==> src/rtl/operand_fetch_pkg.sv <==
// Shared pipeline constants and the forwarding-source encoding.
// Both the operand-fetch stage and its forwarding muxes use these definitions.
package operand_fetch_pkg;

  localparam int DATA_W = 16;
  localparam int REG_W  = 3;

  localparam logic [REG_W-1:0] REG_ZERO = 3'd0;

  typedef enum logic [2:0] {
    FWD_RF,
    FWD_EX,
    FWD_MEM,
    FWD_WB,
    FWD_ZERO
  } fwd_src_e;

  // A producer whose destination is R0 never matches a source register.
  function automatic logic reg_match(input logic             we,
                                     input logic [REG_W-1:0] prod_rd,
                                     input logic [REG_W-1:0] src);
    return we && (prod_rd != REG_ZERO) && (prod_rd == src);
  endfunction

endpackage

==> src/rtl/operand_fetch_if.sv <==
// Decode-side request and execute-side operand bundle of the operand-fetch stage.
// The master is the decode/execute environment; the slave is the stage itself.
interface operand_fetch_if;
  import operand_fetch_pkg::*;

  logic              id_valid;
  logic [REG_W-1:0]  id_rs1;
  logic [REG_W-1:0]  id_rs2;
  logic              id_use_rs1;
  logic              id_use_rs2;
  logic [REG_W-1:0]  id_rd;
  logic              id_rd_we;
  logic              id_is_load;
  logic              id_use_imm;
  logic [DATA_W-1:0] id_imm;
  logic              stall_out;

  logic              op_valid;
  logic [DATA_W-1:0] op_a;
  logic [DATA_W-1:0] op_b;
  logic [REG_W-1:0]  op_rd;
  logic              op_rd_we;
  logic              op_is_load;

  modport master (
    output id_valid, id_rs1, id_rs2, id_use_rs1, id_use_rs2,
           id_rd, id_rd_we, id_is_load, id_use_imm, id_imm,
    input  stall_out,
    input  op_valid, op_a, op_b, op_rd, op_rd_we, op_is_load
  );

  modport slave (
    input  id_valid, id_rs1, id_rs2, id_use_rs1, id_use_rs2,
           id_rd, id_rd_we, id_is_load, id_use_imm, id_imm,
    output stall_out,
    output op_valid, op_a, op_b, op_rd, op_rd_we, op_is_load
  );

endinterface

==> src/rtl/operand_fetch_fwd_select.sv <==
// Per-operand forwarding priority mux: R0, then EX (non-load), MEM, WB, register file.
// WB must be considered because the file returns the stale value on a same-edge write/read.
module fwd_select
  import operand_fetch_pkg::*;
(
  input  logic [REG_W-1:0]  src,
  input  logic              ex_we,
  input  logic [REG_W-1:0]  ex_rd,
  input  logic              ex_is_load,
  input  logic [DATA_W-1:0] ex_data,
  input  logic              mem_we,
  input  logic [REG_W-1:0]  mem_rd,
  input  logic [DATA_W-1:0] mem_data,
  input  logic              wb_we,
  input  logic [REG_W-1:0]  wb_rd,
  input  logic [DATA_W-1:0] wb_data,
  input  logic [DATA_W-1:0] rf_data,
  output logic [DATA_W-1:0] data
);

  fwd_src_e sel;

  always_comb begin
    sel = FWD_RF;
    if (src == REG_ZERO)
      sel = FWD_ZERO;
    else if (reg_match(ex_we, ex_rd, src) && !ex_is_load)
      sel = FWD_EX;
    else if (reg_match(mem_we, mem_rd, src))
      sel = FWD_MEM;
    else if (reg_match(wb_we, wb_rd, src))
      sel = FWD_WB;
  end

  always_comb begin
    data = rf_data;
    case (sel)
      FWD_ZERO: data = '0;
      FWD_EX:   data = ex_data;
      FWD_MEM:  data = mem_data;
      FWD_WB:   data = wb_data;
      default:  data = rf_data;
    endcase
  end

endmodule

==> src/rtl/operand_fetch.sv <==
// Operand-fetch stage: S1 holds the accepted decode fields while the register file reads,
// OUT registers the resolved operands for execute. Load-use hazards hold S1 and bubble OUT.
module operand_fetch
  import operand_fetch_pkg::*;
(
  input  logic              clk,
  input  logic              rst_n,
  input  logic              flush,
  operand_fetch_if.slave    ofi,
  output logic [REG_W-1:0]  RA,
  output logic [REG_W-1:0]  RB,
  input  logic [DATA_W-1:0] BusA,
  input  logic [DATA_W-1:0] BusB,
  input  logic [REG_W-1:0]  fwd_ex_rd,
  input  logic [REG_W-1:0]  fwd_mem_rd,
  input  logic [REG_W-1:0]  fwd_wb_rd,
  input  logic              fwd_ex_we,
  input  logic              fwd_mem_we,
  input  logic              fwd_wb_we,
  input  logic              fwd_ex_is_load,
  input  logic [DATA_W-1:0] fwd_ex_data,
  input  logic [DATA_W-1:0] fwd_mem_data,
  input  logic [DATA_W-1:0] fwd_wb_data
);

  logic              s1_valid;
  logic [REG_W-1:0]  s1_rs1;
  logic [REG_W-1:0]  s1_rs2;
  logic              s1_use_rs1;
  logic              s1_use_rs2;
  logic [REG_W-1:0]  s1_rd;
  logic              s1_rd_we;
  logic              s1_is_load;
  logic              s1_use_imm;
  logic [DATA_W-1:0] s1_imm;

  logic              hazard;
  logic              accept;
  logic [DATA_W-1:0] res_a;
  logic [DATA_W-1:0] res_b;

  always_comb begin
    hazard = s1_valid && fwd_ex_is_load &&
             ((s1_use_rs1 && reg_match(fwd_ex_we, fwd_ex_rd, s1_rs1)) ||
              (s1_use_rs2 && reg_match(fwd_ex_we, fwd_ex_rd, s1_rs2)));
  end

  assign ofi.stall_out = hazard && !flush;
  assign accept        = ofi.id_valid && !ofi.stall_out && !flush;

  // While held, the file re-reads S1's sources so BusA/BusB stay current.
  assign RA = ofi.stall_out ? s1_rs1 : ofi.id_rs1;
  assign RB = ofi.stall_out ? s1_rs2 : ofi.id_rs2;

  fwd_select u_fwd_a (
    .src        (s1_rs1),
    .ex_we      (fwd_ex_we),
    .ex_rd      (fwd_ex_rd),
    .ex_is_load (fwd_ex_is_load),
    .ex_data    (fwd_ex_data),
    .mem_we     (fwd_mem_we),
    .mem_rd     (fwd_mem_rd),
    .mem_data   (fwd_mem_data),
    .wb_we      (fwd_wb_we),
    .wb_rd      (fwd_wb_rd),
    .wb_data    (fwd_wb_data),
    .rf_data    (BusA),
    .data       (res_a)
  );

  fwd_select u_fwd_b (
    .src        (s1_rs2),
    .ex_we      (fwd_ex_we),
    .ex_rd      (fwd_ex_rd),
    .ex_is_load (fwd_ex_is_load),
    .ex_data    (fwd_ex_data),
    .mem_we     (fwd_mem_we),
    .mem_rd     (fwd_mem_rd),
    .mem_data   (fwd_mem_data),
    .wb_we      (fwd_wb_we),
    .wb_rd      (fwd_wb_rd),
    .wb_data    (fwd_wb_data),
    .rf_data    (BusB),
    .data       (res_b)
  );

  always_ff @(posedge clk or negedge rst_n) begin
    if (!rst_n) begin
      s1_valid   <= 1'b0;
      s1_rs1     <= '0;
      s1_rs2     <= '0;
      s1_use_rs1 <= 1'b0;
      s1_use_rs2 <= 1'b0;
      s1_rd      <= '0;
      s1_rd_we   <= 1'b0;
      s1_is_load <= 1'b0;
      s1_use_imm <= 1'b0;
      s1_imm     <= '0;
    end else if (flush) begin
      s1_valid <= 1'b0;
    end else if (!hazard) begin
      s1_valid <= accept;
      if (accept) begin
        s1_rs1     <= ofi.id_rs1;
        s1_rs2     <= ofi.id_rs2;
        s1_use_rs1 <= ofi.id_use_rs1;
        s1_use_rs2 <= ofi.id_use_rs2;
        s1_rd      <= ofi.id_rd;
        s1_rd_we   <= ofi.id_rd_we;
        s1_is_load <= ofi.id_is_load;
        s1_use_imm <= ofi.id_use_imm;
        s1_imm     <= ofi.id_imm;
      end
    end
  end

  always_ff @(posedge clk or negedge rst_n) begin
    if (!rst_n) begin
      ofi.op_valid   <= 1'b0;
      ofi.op_a       <= '0;
      ofi.op_b       <= '0;
      ofi.op_rd      <= '0;
      ofi.op_rd_we   <= 1'b0;
      ofi.op_is_load <= 1'b0;
    end else if (flush || hazard) begin
      ofi.op_valid <= 1'b0;
      ofi.op_rd_we <= 1'b0;
    end else begin
      ofi.op_valid   <= s1_valid;
      ofi.op_a       <= res_a;
      ofi.op_b       <= s1_use_imm ? s1_imm : res_b;
      ofi.op_rd      <= s1_rd;
      // An empty slot must never look like a register write to later stages.
      ofi.op_rd_we   <= s1_rd_we && s1_valid;
      ofi.op_is_load <= s1_is_load;
    end
  end

endmodule
==> src/flat_wrapper.sv <==
// flat-port wrapper written by rule: the top's interface ports become plain ports
module operand_fetch_flat import operand_fetch_pkg::*;
  (clk, rst_n, flush, RA, RB, BusA, BusB, fwd_ex_rd, fwd_mem_rd, fwd_wb_rd, fwd_ex_we, fwd_mem_we, fwd_wb_we, fwd_ex_is_load, fwd_ex_data, fwd_mem_data, fwd_wb_data, ofi_id_valid, ofi_id_rs1, ofi_id_rs2, ofi_id_use_rs1, ofi_id_use_rs2, ofi_id_rd, ofi_id_rd_we, ofi_id_is_load, ofi_id_use_imm, ofi_id_imm, ofi_stall_out, ofi_op_valid, ofi_op_a, ofi_op_b, ofi_op_rd, ofi_op_rd_we, ofi_op_is_load);
  operand_fetch_if ofi_i ();
  input  logic clk;
  input  logic rst_n;
  input  logic flush;
  output logic [REG_W-1:0] RA;
  output logic [REG_W-1:0] RB;
  input  logic [DATA_W-1:0] BusA;
  input  logic [DATA_W-1:0] BusB;
  input  logic [REG_W-1:0] fwd_ex_rd;
  input  logic [REG_W-1:0] fwd_mem_rd;
  input  logic [REG_W-1:0] fwd_wb_rd;
  input  logic fwd_ex_we;
  input  logic fwd_mem_we;
  input  logic fwd_wb_we;
  input  logic fwd_ex_is_load;
  input  logic [DATA_W-1:0] fwd_ex_data;
  input  logic [DATA_W-1:0] fwd_mem_data;
  input  logic [DATA_W-1:0] fwd_wb_data;
  input wire logic [$bits(ofi_i.id_valid)-1:0] ofi_id_valid;
  input wire logic [$bits(ofi_i.id_rs1)-1:0] ofi_id_rs1;
  input wire logic [$bits(ofi_i.id_rs2)-1:0] ofi_id_rs2;
  input wire logic [$bits(ofi_i.id_use_rs1)-1:0] ofi_id_use_rs1;
  input wire logic [$bits(ofi_i.id_use_rs2)-1:0] ofi_id_use_rs2;
  input wire logic [$bits(ofi_i.id_rd)-1:0] ofi_id_rd;
  input wire logic [$bits(ofi_i.id_rd_we)-1:0] ofi_id_rd_we;
  input wire logic [$bits(ofi_i.id_is_load)-1:0] ofi_id_is_load;
  input wire logic [$bits(ofi_i.id_use_imm)-1:0] ofi_id_use_imm;
  input wire logic [$bits(ofi_i.id_imm)-1:0] ofi_id_imm;
  output wire logic [$bits(ofi_i.stall_out)-1:0] ofi_stall_out;
  output wire logic [$bits(ofi_i.op_valid)-1:0] ofi_op_valid;
  output wire logic [$bits(ofi_i.op_a)-1:0] ofi_op_a;
  output wire logic [$bits(ofi_i.op_b)-1:0] ofi_op_b;
  output wire logic [$bits(ofi_i.op_rd)-1:0] ofi_op_rd;
  output wire logic [$bits(ofi_i.op_rd_we)-1:0] ofi_op_rd_we;
  output wire logic [$bits(ofi_i.op_is_load)-1:0] ofi_op_is_load;
  assign ofi_i.id_valid = ofi_id_valid;
  assign ofi_i.id_rs1 = ofi_id_rs1;
  assign ofi_i.id_rs2 = ofi_id_rs2;
  assign ofi_i.id_use_rs1 = ofi_id_use_rs1;
  assign ofi_i.id_use_rs2 = ofi_id_use_rs2;
  assign ofi_i.id_rd = ofi_id_rd;
  assign ofi_i.id_rd_we = ofi_id_rd_we;
  assign ofi_i.id_is_load = ofi_id_is_load;
  assign ofi_i.id_use_imm = ofi_id_use_imm;
  assign ofi_i.id_imm = ofi_id_imm;
  assign ofi_stall_out = ofi_i.stall_out;
  assign ofi_op_valid = ofi_i.op_valid;
  assign ofi_op_a = ofi_i.op_a;
  assign ofi_op_b = ofi_i.op_b;
  assign ofi_op_rd = ofi_i.op_rd;
  assign ofi_op_rd_we = ofi_i.op_rd_we;
  assign ofi_op_is_load = ofi_i.op_is_load;
  operand_fetch u_core (.clk(clk), .rst_n(rst_n), .flush(flush), .ofi(ofi_i), .RA(RA), .RB(RB), .BusA(BusA), .BusB(BusB), .fwd_ex_rd(fwd_ex_rd), .fwd_mem_rd(fwd_mem_rd), .fwd_wb_rd(fwd_wb_rd), .fwd_ex_we(fwd_ex_we), .fwd_mem_we(fwd_mem_we), .fwd_wb_we(fwd_wb_we), .fwd_ex_is_load(fwd_ex_is_load), .fwd_ex_data(fwd_ex_data), .fwd_mem_data(fwd_mem_data), .fwd_wb_data(fwd_wb_data));
endmodule
==> config.mk <==
export PLATFORM = sky130hd
export DESIGN_NAME = operand_fetch_flat
export DESIGN_NICKNAME = d
export VERILOG_FILES = /design/src/rtl/operand_fetch_pkg.sv /design/src/rtl/operand_fetch_if.sv /design/src/rtl/operand_fetch_fwd_select.sv /design/src/rtl/operand_fetch.sv /design/src/flat_wrapper.sv
export SDC_FILE = /design/constraint.sdc
export NUM_CORES = 1
export LEC_CHECK = 0
export BUFFER_PORTS_ARGS = -buffer_cell sky130_fd_sc_hd__clkbuf_2
export CAP_MARGIN = 10
export CORE_ASPECT_RATIO = 1.2
export CORE_UTILIZATION = 49
export CTS_CLUSTER_DIAMETER = 60
export DETAILED_ROUTE_END_ITERATION = 6
export PLACE_DENSITY = 0.86
export SYNTH_ARGS = -nofsm -noshare
export SYNTH_HDL_FRONTEND = slang
export SYNTH_SLANG_ARGS = --single-unit
==> constraint.sdc <==
create_clock -name clk -period 6.2 [get_ports clk]
set_input_delay 0.93 -clock clk [delete_from_list [all_inputs] [get_ports clk]]
set_output_delay 0.93 -clock clk [all_outputs]
set_load 0.1 [all_outputs]
==> summary.md, run 1 <==
| Metric | Value |
|---|---|
| Fin util | 63.3% |
| DRT iter0 DRCs | 256 |
| Setup TNS | 0 ps |
| RSZ-0062 raised after global routing | false |
| YS warnings | 0 |
| Core ar. | 0.00861 sq mm |
| Synth Area in Compound Gates | 19.9% |
| Final nets | 682 |
| First-pass GRT wire length | 19600 um |
| IO Count | 172 |
| GR peak layer | met2 |
| Area of the die | 0.00933 sq mm |
| Setup Buffers After CTS | 0 |
| Starting Density | 50.9% |
| Clk buf depth | 2 |
| Crit start category | input pin |
| PwrDens | 351 mW/mm^2 |
| Syn Area/Cell | 10.8 sq um |
| IO Port Bufs | 171 |
| WP buf/inv | 2 |
| Most used DFF post-synth | dfrtp_1 |
| DR pass1 iterations | 4 |
| Worst-Margin Slew | 1200 ps |
| Post-Synth Adder-Cell Area | 0% |
| Fmax | 0.239 GHz |
| Minimum clock period | 4180 ps |
| Worst EP arrival | 3250 ps |
| Non-Filler Instances | 677 |
| Syn nets | 533 |
| Root Buffer | clkbuf_8 |
| Via density | 5.81 |
| Fin. max-slew vios | 0 |
| CTS Buf Count | 9 |
| Sequential share of the synthesized area | 39.4% |
| M1 GR Usage | 34.3% |
| Mux cell area share after synthesis | 19.0% |
| Final setup viols | 0 |
| Global Route met3 Usage | 6.58% |
| Met2 Use GR | 47.4% |
| Largest net degree at the start of global routing | 70 |
| Top cell type's share of synthesized area | 39.4% |
| Row Count | 37 |
| Worst Path Required | 5270 ps |
| Total Wirelength | 12900 um |
| Area growth syn-to-layout | 24.2% |
| Post-route ant nets | 0 |
| Pre-CTS WS | 2010 ps |
| Post-synthesis xor/xnor area fraction | 2.80% |
| TritonCTS clock tree | done |
| Ys async rst share | 100% |
| DRC Markers | 0 |
| Diode count | 0 |
| CP top delay family | simple AND/OR/NAND/NOR gates |
| Clock skew | 9.79 ps |
| Initial antenna violation count | 0 |
| Grt ovf | 0 |
| Slew HR | 20.0% |
| Most frequent CP cell | clkbuf_2 |
| Area leader, netlist | dfrtp_1 |
| Worst setup EP type | output port |
| FF+latch count, synth | 69 |
| Final hold vios | 0 |
| Worst-path clk slew | 80 ps |
| Lkg Pwr | 2.69 nW |
| Clock sink count | 69 |
| Crit-path max cell delay | 610 ps |
| Clk_lat worst skew | 360 ps |
| # hold bufs at CTS | 0 |
| Critical path class | input pin to output port |
| CTS H-tree depth | 3 |
| Hold/Removal Path Class | flop to flop |
| Die Span Y | 106 um |
| Final setup margin | 2020 ps |
| Status | finished clean |
| VDD IR max | 0.194 mV |
| Post-synth cell types | 49 |
| Routed WL per cell | 19.0 um |
| Max-Cap Viols | 0 |
| Placer congestion estimate | 0.938 |
| Simple-Gate Fraction of Synth Area | 14.1% |
| Critical path fanouts, max | 16 |
| Final Cycle Share | 67.4% |
| Hpwl dp | 9500 um |
| Top cells by area, synth | dfrtp_1, mux2_4, mux2i_1, a31oi_1, o221a_2 |
| Post-CTS sizing | 0 |
| Critical Path, Cell by Cell | clkbuf_2 > xor2_1 > nor3_4 > a22o_4 > nand4_1 > nor2_2 > mux2_2 > clkbuf_2 |
| Placed insts | 661 |
| DIE WIDTH | 88.4 um |
| Highest-delay cell along the critical path | nor3_4 |
| Ratio of cells with drive above 1 in the final layout | 44.5% |
| Synthesized area | 0.00438 sq mm |
| GRT Total Usage | 28.1% |
| Post-synth EDFFs | 0 |
| DR vias | 3935 |
| Combinational family with the most area after synthesis | compound AO/OA/AOI/OAI gates |
| Synth Instances | 406 |
| Vias in the first global route | 3898 |
-- cell type report --
| class | instances | area (sq um) |
|---|---|---|
| fill | 745 | 3160 |
| multi-input combinational | 300 | 2450 |
| sequential | 69 | 1730 |
| timing repair buffer | 175 | 886 |
| clock buffer | 12 | 155 |
| tap | 117 | 146 |
| clock inverter | 4 | 77.6 |
-- flip-flops by register name, summed over array words and instances (netlist names), 3 cells and up --
register          count
u_core.ofi.op_rd      3
u_core.s1_rd          3
u_core.s1_rs2         3
u_core.ofi.op_a      16
u_core.s1_rs1         3
u_core.ofi.op_b      16
u_core.s1_imm        16
-- routing by layer --
layer,vias to the layer above,routed length [um]
met4,0,323
met3,26,1010
met1,1885,5070
li1,1828,-
met2,196,6490
met5,-,0
-- worst reg2reg max path: stages, from the launching register on --
cell and delay (ps):
dfrtp_1 530, xor2_1 340, nor3_4 160, a22o_4 310, a41oi_4 180, buf_4 610, and2_2 990, mux2_1 390
-- through the flow --
| stage | instance area (sq um) | hold slack [ps] | power [mW] |
|---|---|---|---|
| floorplan | 4380 | 439 | 1.30 |
| global placement | 5210 | 462 | 1.47 |
| detailed placement | 5210 | 463 | 1.48 |
| CTS | 5450 | 491 | 1.92 |
| global route | 5450 | 516 | 1.99 |
| finish | 5450 | 486 | 1.91 |
-- power breakdown --
group / internal [mW] / switching [mW]
registers: 0.535 / 0.0723
logic: 0.224 / 0.642
clock network: 0.252 / 0.188
total: 1.01 / 0.903
-- placed cells by master, fill, tap and decap left out, types with 14 or more instances in the layout --
| master | instances |
|---|---|
| a21o_1 | 17 |
| a31oi_1 | 29 |
| clkbuf_2 | 170 |
| dfrtp_1 | 69 |
| mux2_4 | 29 |
| mux2i_1 | 32 |
| nand2_1 | 19 |
| nand2b_1 | 16 |
| nand3_1 | 18 |
| nor3b_1 | 14 |
| o21ai_0 | 16 |
-- cell families (layout without fill, tap and decap cells) --
| family | Yosys count | after routing |
|---|---|---|
| AO/OA/AOI/OAI | 112 | 112 |
| AND/OR/NAND/NOR | 106 | 106 |
| XOR/XNOR | 14 | 14 |
| flip-flops | 69 | 69 |
| buffers and inverters | 37 | 191 |
| multiplexers | 68 | 68 |
-- final timing paths --
| kind | from | end | cells after the start | slack, ps |
|---|---|---|---|---|
| setup / recovery | fwd_ex_rd[1] | RA[1] | 8 | 2020 |
| hold / removal | u_core.s1_rd[0]$_DFFE_PN0P_ | u_core.ofi.op_rd[0]$_DFFE_PN0P_ | 2 | 490 |
| setup reg to reg | u_core.s1_rs1[2]$_DFFE_PN0P_ | u_core.s1_use_rs1$_DFFE_PN0P_ | 7 | 2560 |
| hold reg to reg | u_core.s1_rd[0]$_DFFE_PN0P_ | u_core.ofi.op_rd[0]$_DFFE_PN0P_ | 2 | 490 |
| max in group asynchronous | rst_n | u_core.ofi.op_valid$_DFF_PN0_ | 2 | 4860 |
| min in group asynchronous | rst_n | u_core.s1_imm[11]$_DFFE_PN0P_ | 2 | 760 |
-- synth_stat cells, types with 8 or more instances --
library cell  number
nand2b_1          16
dfrtp_1           69
buf_2             15
mux2i_1           32
a31oi_1           29
o311ai_1          11
o221a_2           13
a21o_1            17
nor2b_1           14
clkbuf_1          14
mux2_4            29
nor3b_1           14
o21ai_0           16
xnor2_1            8
nand2_1           19
nand3_1           18
Note: power is estimated with default switching activity, not from simulation.
==> inputs of run 2 (changes only) <==
--- a/config.mk
+++ b/config.mk
@@ -8,10 +8,10 @@
 export BUFFER_PORTS_ARGS = -buffer_cell sky130_fd_sc_hd__clkbuf_2
 export CAP_MARGIN = 10
 export CORE_ASPECT_RATIO = 1.2
-export CORE_UTILIZATION = 49
+export CORE_UTILIZATION = 45
 export CTS_CLUSTER_DIAMETER = 60
 export DETAILED_ROUTE_END_ITERATION = 6
-export PLACE_DENSITY = 0.86
+export PLACE_DENSITY = 0.84
 export SYNTH_ARGS = -nofsm -noshare
 export SYNTH_HDL_FRONTEND = slang
 export SYNTH_SLANG_ARGS = --single-unit
==> constraint.sdc (replaced) <==
create_clock -name clk -period 3.6 [get_ports clk]
set_input_delay 0.54 -clock clk [delete_from_list [all_inputs] [get_ports clk]]
set_output_delay 0.54 -clock clk [all_outputs]
set_load 0.1 [all_outputs]
==> run 2 against run 1 <==
Compared with the run above: hold slack worse by 200 ps; sequential share of layout area is 0.72 points lower; clock-buffer cell count is 2 lower.
==> summary.md, run 2 (synthesis gave the netlist of run 1 again) <==
| Metric | Value |
|---|---|
| Status | finished clean (unchanged) |
| DR vias | 4006 (was 3935) |
| R2R Path End | u_core.ofi.op_a[11]$_DFFE_PN0P_ (was u_core.s1_use_rs1$_DFFE_PN0P_) |
| Clock skew | 7.63 ps (was 9.79 ps) |
| Routed WL per cell | 18.8 um (was 19.0 um) |
| Root Buffer | clkbuf_16 (was clkbuf_8) |
| Grt ovf | 0 (unchanged) |
| R2R cell count | 7 (unchanged) |
| Largest net degree at the start of global routing | 40 (was 70) |
| Final Cycle Share | 88.8% |
| CP top delay family | simple AND/OR/NAND/NOR gates (unchanged) |
| Crit-path max cell delay | 500 ps (was 610 ps) |
| Highest-delay cell along the critical path | dfrtp_1 (was nor3_4) |
| DR pass1 iterations | 5 (was 4) |
| Non-Filler Instances | 689 (was 677) |
| Worst-path clk slew | 60 ps (was 80 ps) |
| Clk_lat worst skew | 340 ps (was 360 ps) |
| PwrDens | 620 mW/mm^2 (was 351 mW/mm^2) |
| CTS H-tree depth | 3 (unchanged) |
| Top flop regs | u_core.ofi.op_a: 16 flops, u_core.ofi.op_b: 16 flops, u_core.s1_imm: 16 flops (unchanged) |
| Placer congestion estimate | 0.970 (was 0.938) |
| Critical Path Stages | 7 (was 8) |
| CTS Buf Count | 9 (unchanged) |
| Fmax | 0.313 GHz |
| Clock sink count | 69 (unchanged) |
| # hold bufs at CTS | 0 (unchanged) |
| Total Wirelength | 13000 um (was 12900 um) |
| WP buf/inv | 1 (was 2) |
| First-pass GRT wire length | 20300 um (was 19600 um) |
| RSZ-0062 raised after global routing | false (unchanged) |
| Hold/Removal Path Class | input pin to async pin (was flop to flop) |
| Final setup viols | 0 (unchanged) |
| Lkg Pwr | 2.75 nW (was 2.69 nW) |
| DRT iter0 DRCs | 213 (was 256) |
| Setup Buffers After CTS | 0 (unchanged) |
| Worst reg2reg setup slack | 830 ps (was 2560 ps) |
| IO Count | 172 (unchanged) |
| Vias in the first global route | 4044 (was 3898) |
| Critical Path, Cell by Cell | xor2_1 > nor3_4 > a22o_4 > nand4_1 > nor2_2 > mux2_2 > clkbuf_2 (was clkbuf_2 > xor2_1 > nor3_4 > a22o_4 > nand4_1 > nor2_2 > mux2_2 > clkbuf_2) |
| Area of the multi-input gates | 0.00245 sq mm (unchanged) |
| Area growth syn-to-layout | 27.1% (was 24.2%) |
| Final hold vios | 0 (unchanged) |
| Slew HR | 28.8% (was 20.0%) |
| Area of the die | 0.0101 sq mm (was 0.00933 sq mm) |
| Most frequent cells in the layout | clkbuf_2, dfrtp_1, mux2i_1, mux2_4, a31oi_1 (unchanged) |
| Worst-Margin Slew | 1070 ps (was 1200 ps) |
| Minimum clock period | 3200 ps |
| Starting Density | 46.1% (was 50.9%) |
| Critical path class | flop to output port (was input pin to output port) |
| Via density | 5.81 (about the same) |
| Post-CTS sizing | 0 (unchanged) |
| DIE WIDTH | 92.1 um (was 88.4 um) |
| Final nets | 689 (was 682) |
| Fill cells | 853 (was 745) |
| Clk buf depth | 2 (unchanged) |
| TritonCTS clock tree | done (unchanged) |
| Core ar. | 0.00952 sq mm (was 0.00861 sq mm) |
| Register area | 0.00173 sq mm (unchanged) |
| Commonest non-fill, non-tap cell in the layout | clkbuf_2 (unchanged) |
| FF-to-FF Start | u_core.s1_rs1[1]$_DFFE_PN0P_ (was u_core.s1_rs1[2]$_DFFE_PN0P_) |
| Worst EP arrival | 2660 ps (was 3250 ps) |
| Hpwl dp | 9950 um (was 9500 um) |
| Max-Cap Viols | 0 (unchanged) |
| Placed insts | 674 (was 661) |
| Crit start category | flop (was input pin) |
| Post-route ant nets | 0 (unchanged) |
| Row Count | 39 (was 37) |
| Ratio of cells with drive above 1 in the final layout | 45.2% (was 44.5%) |
| IO Port Bufs | 171 (unchanged) |
| VDD IR max | 0.347 mV (was 0.194 mV) |
| Critical path fanouts, max | 10 (was 16) |
| Fin. max-slew vios | 0 (unchanged) |
| Setup TNS | 0 ps (unchanged) |
| Diode count | 0 (unchanged) |
| Initial antenna violation count | 0 (unchanged) |
| Worst Path Required | 3060 ps (was 5270 ps) |
| Worst setup EP type | output port (unchanged) |
| DRC Markers | 0 (unchanged) |
| Die Span Y | 110 um (was 106 um) |
| GRT Total Usage | 26.6% (was 28.1%) |
## run 2: final cells by class
type	instances	share of cell area, %
sequential	69	31.0
tap	123	2.76
timing repair buffer	182	16.8
clock buffer	10	4.29
multi-input combinational	300	44.1
clock inverter	5	1.08
## run 2: report_power, final
part | internal (mW) | switching [mW]
logic | 0.394 | 1.11
clock network | 0.553 | 0.349
registers | 0.924 | 0.125
## run 2: layer usage
metal  global-route usage (%)  wire (um)  share of wire (%)
met1                     30.8       5120                 39
met2                     48.2       6650                 51
met3                     4.94        866                6.7
met4                     11.5        350                2.7
met5                        0          0                  0
## run 2: stage by stage
| step | hold slack [ps] | setup slack (ps) | utilization [%] | instance area [sq um] | power (mW) |
|---|---|---|---|---|---|
| after global routing | 352 | 284 | 58.6 | 5570 | 3.59 |
| final | 288 | 403 | 58.6 | 5570 | 3.45 |
| after floorplan | 244 | 127 | - | 4380 | 2.23 |
| after global placement | 452 | 706 | 55.4 | 5270 | 2.54 |
| after detailed placement | 471 | 616 | 55.4 | 5270 | 2.57 |
| after CTS | 306 | 381 | 58.6 | 5570 | 3.48 |
## run 2: worst max path at each step
stage                                            start    end  slack, ps
after floorplan                           fwd_ex_rd[0]  RA[0]        130
after global placement                    fwd_ex_rd[0]  RA[1]        710
after detailed placement                  fwd_ex_rd[1]  RA[0]        620
after CTS                 u_core.s1_rs1[1]$_DFFE_PN0P_  RA[0]        380
after global routing      u_core.s1_rs1[0]$_DFFE_PN0P_  RB[0]        280
final                     u_core.s1_rs1[1]$_DFFE_PN0P_  RB[0]        400
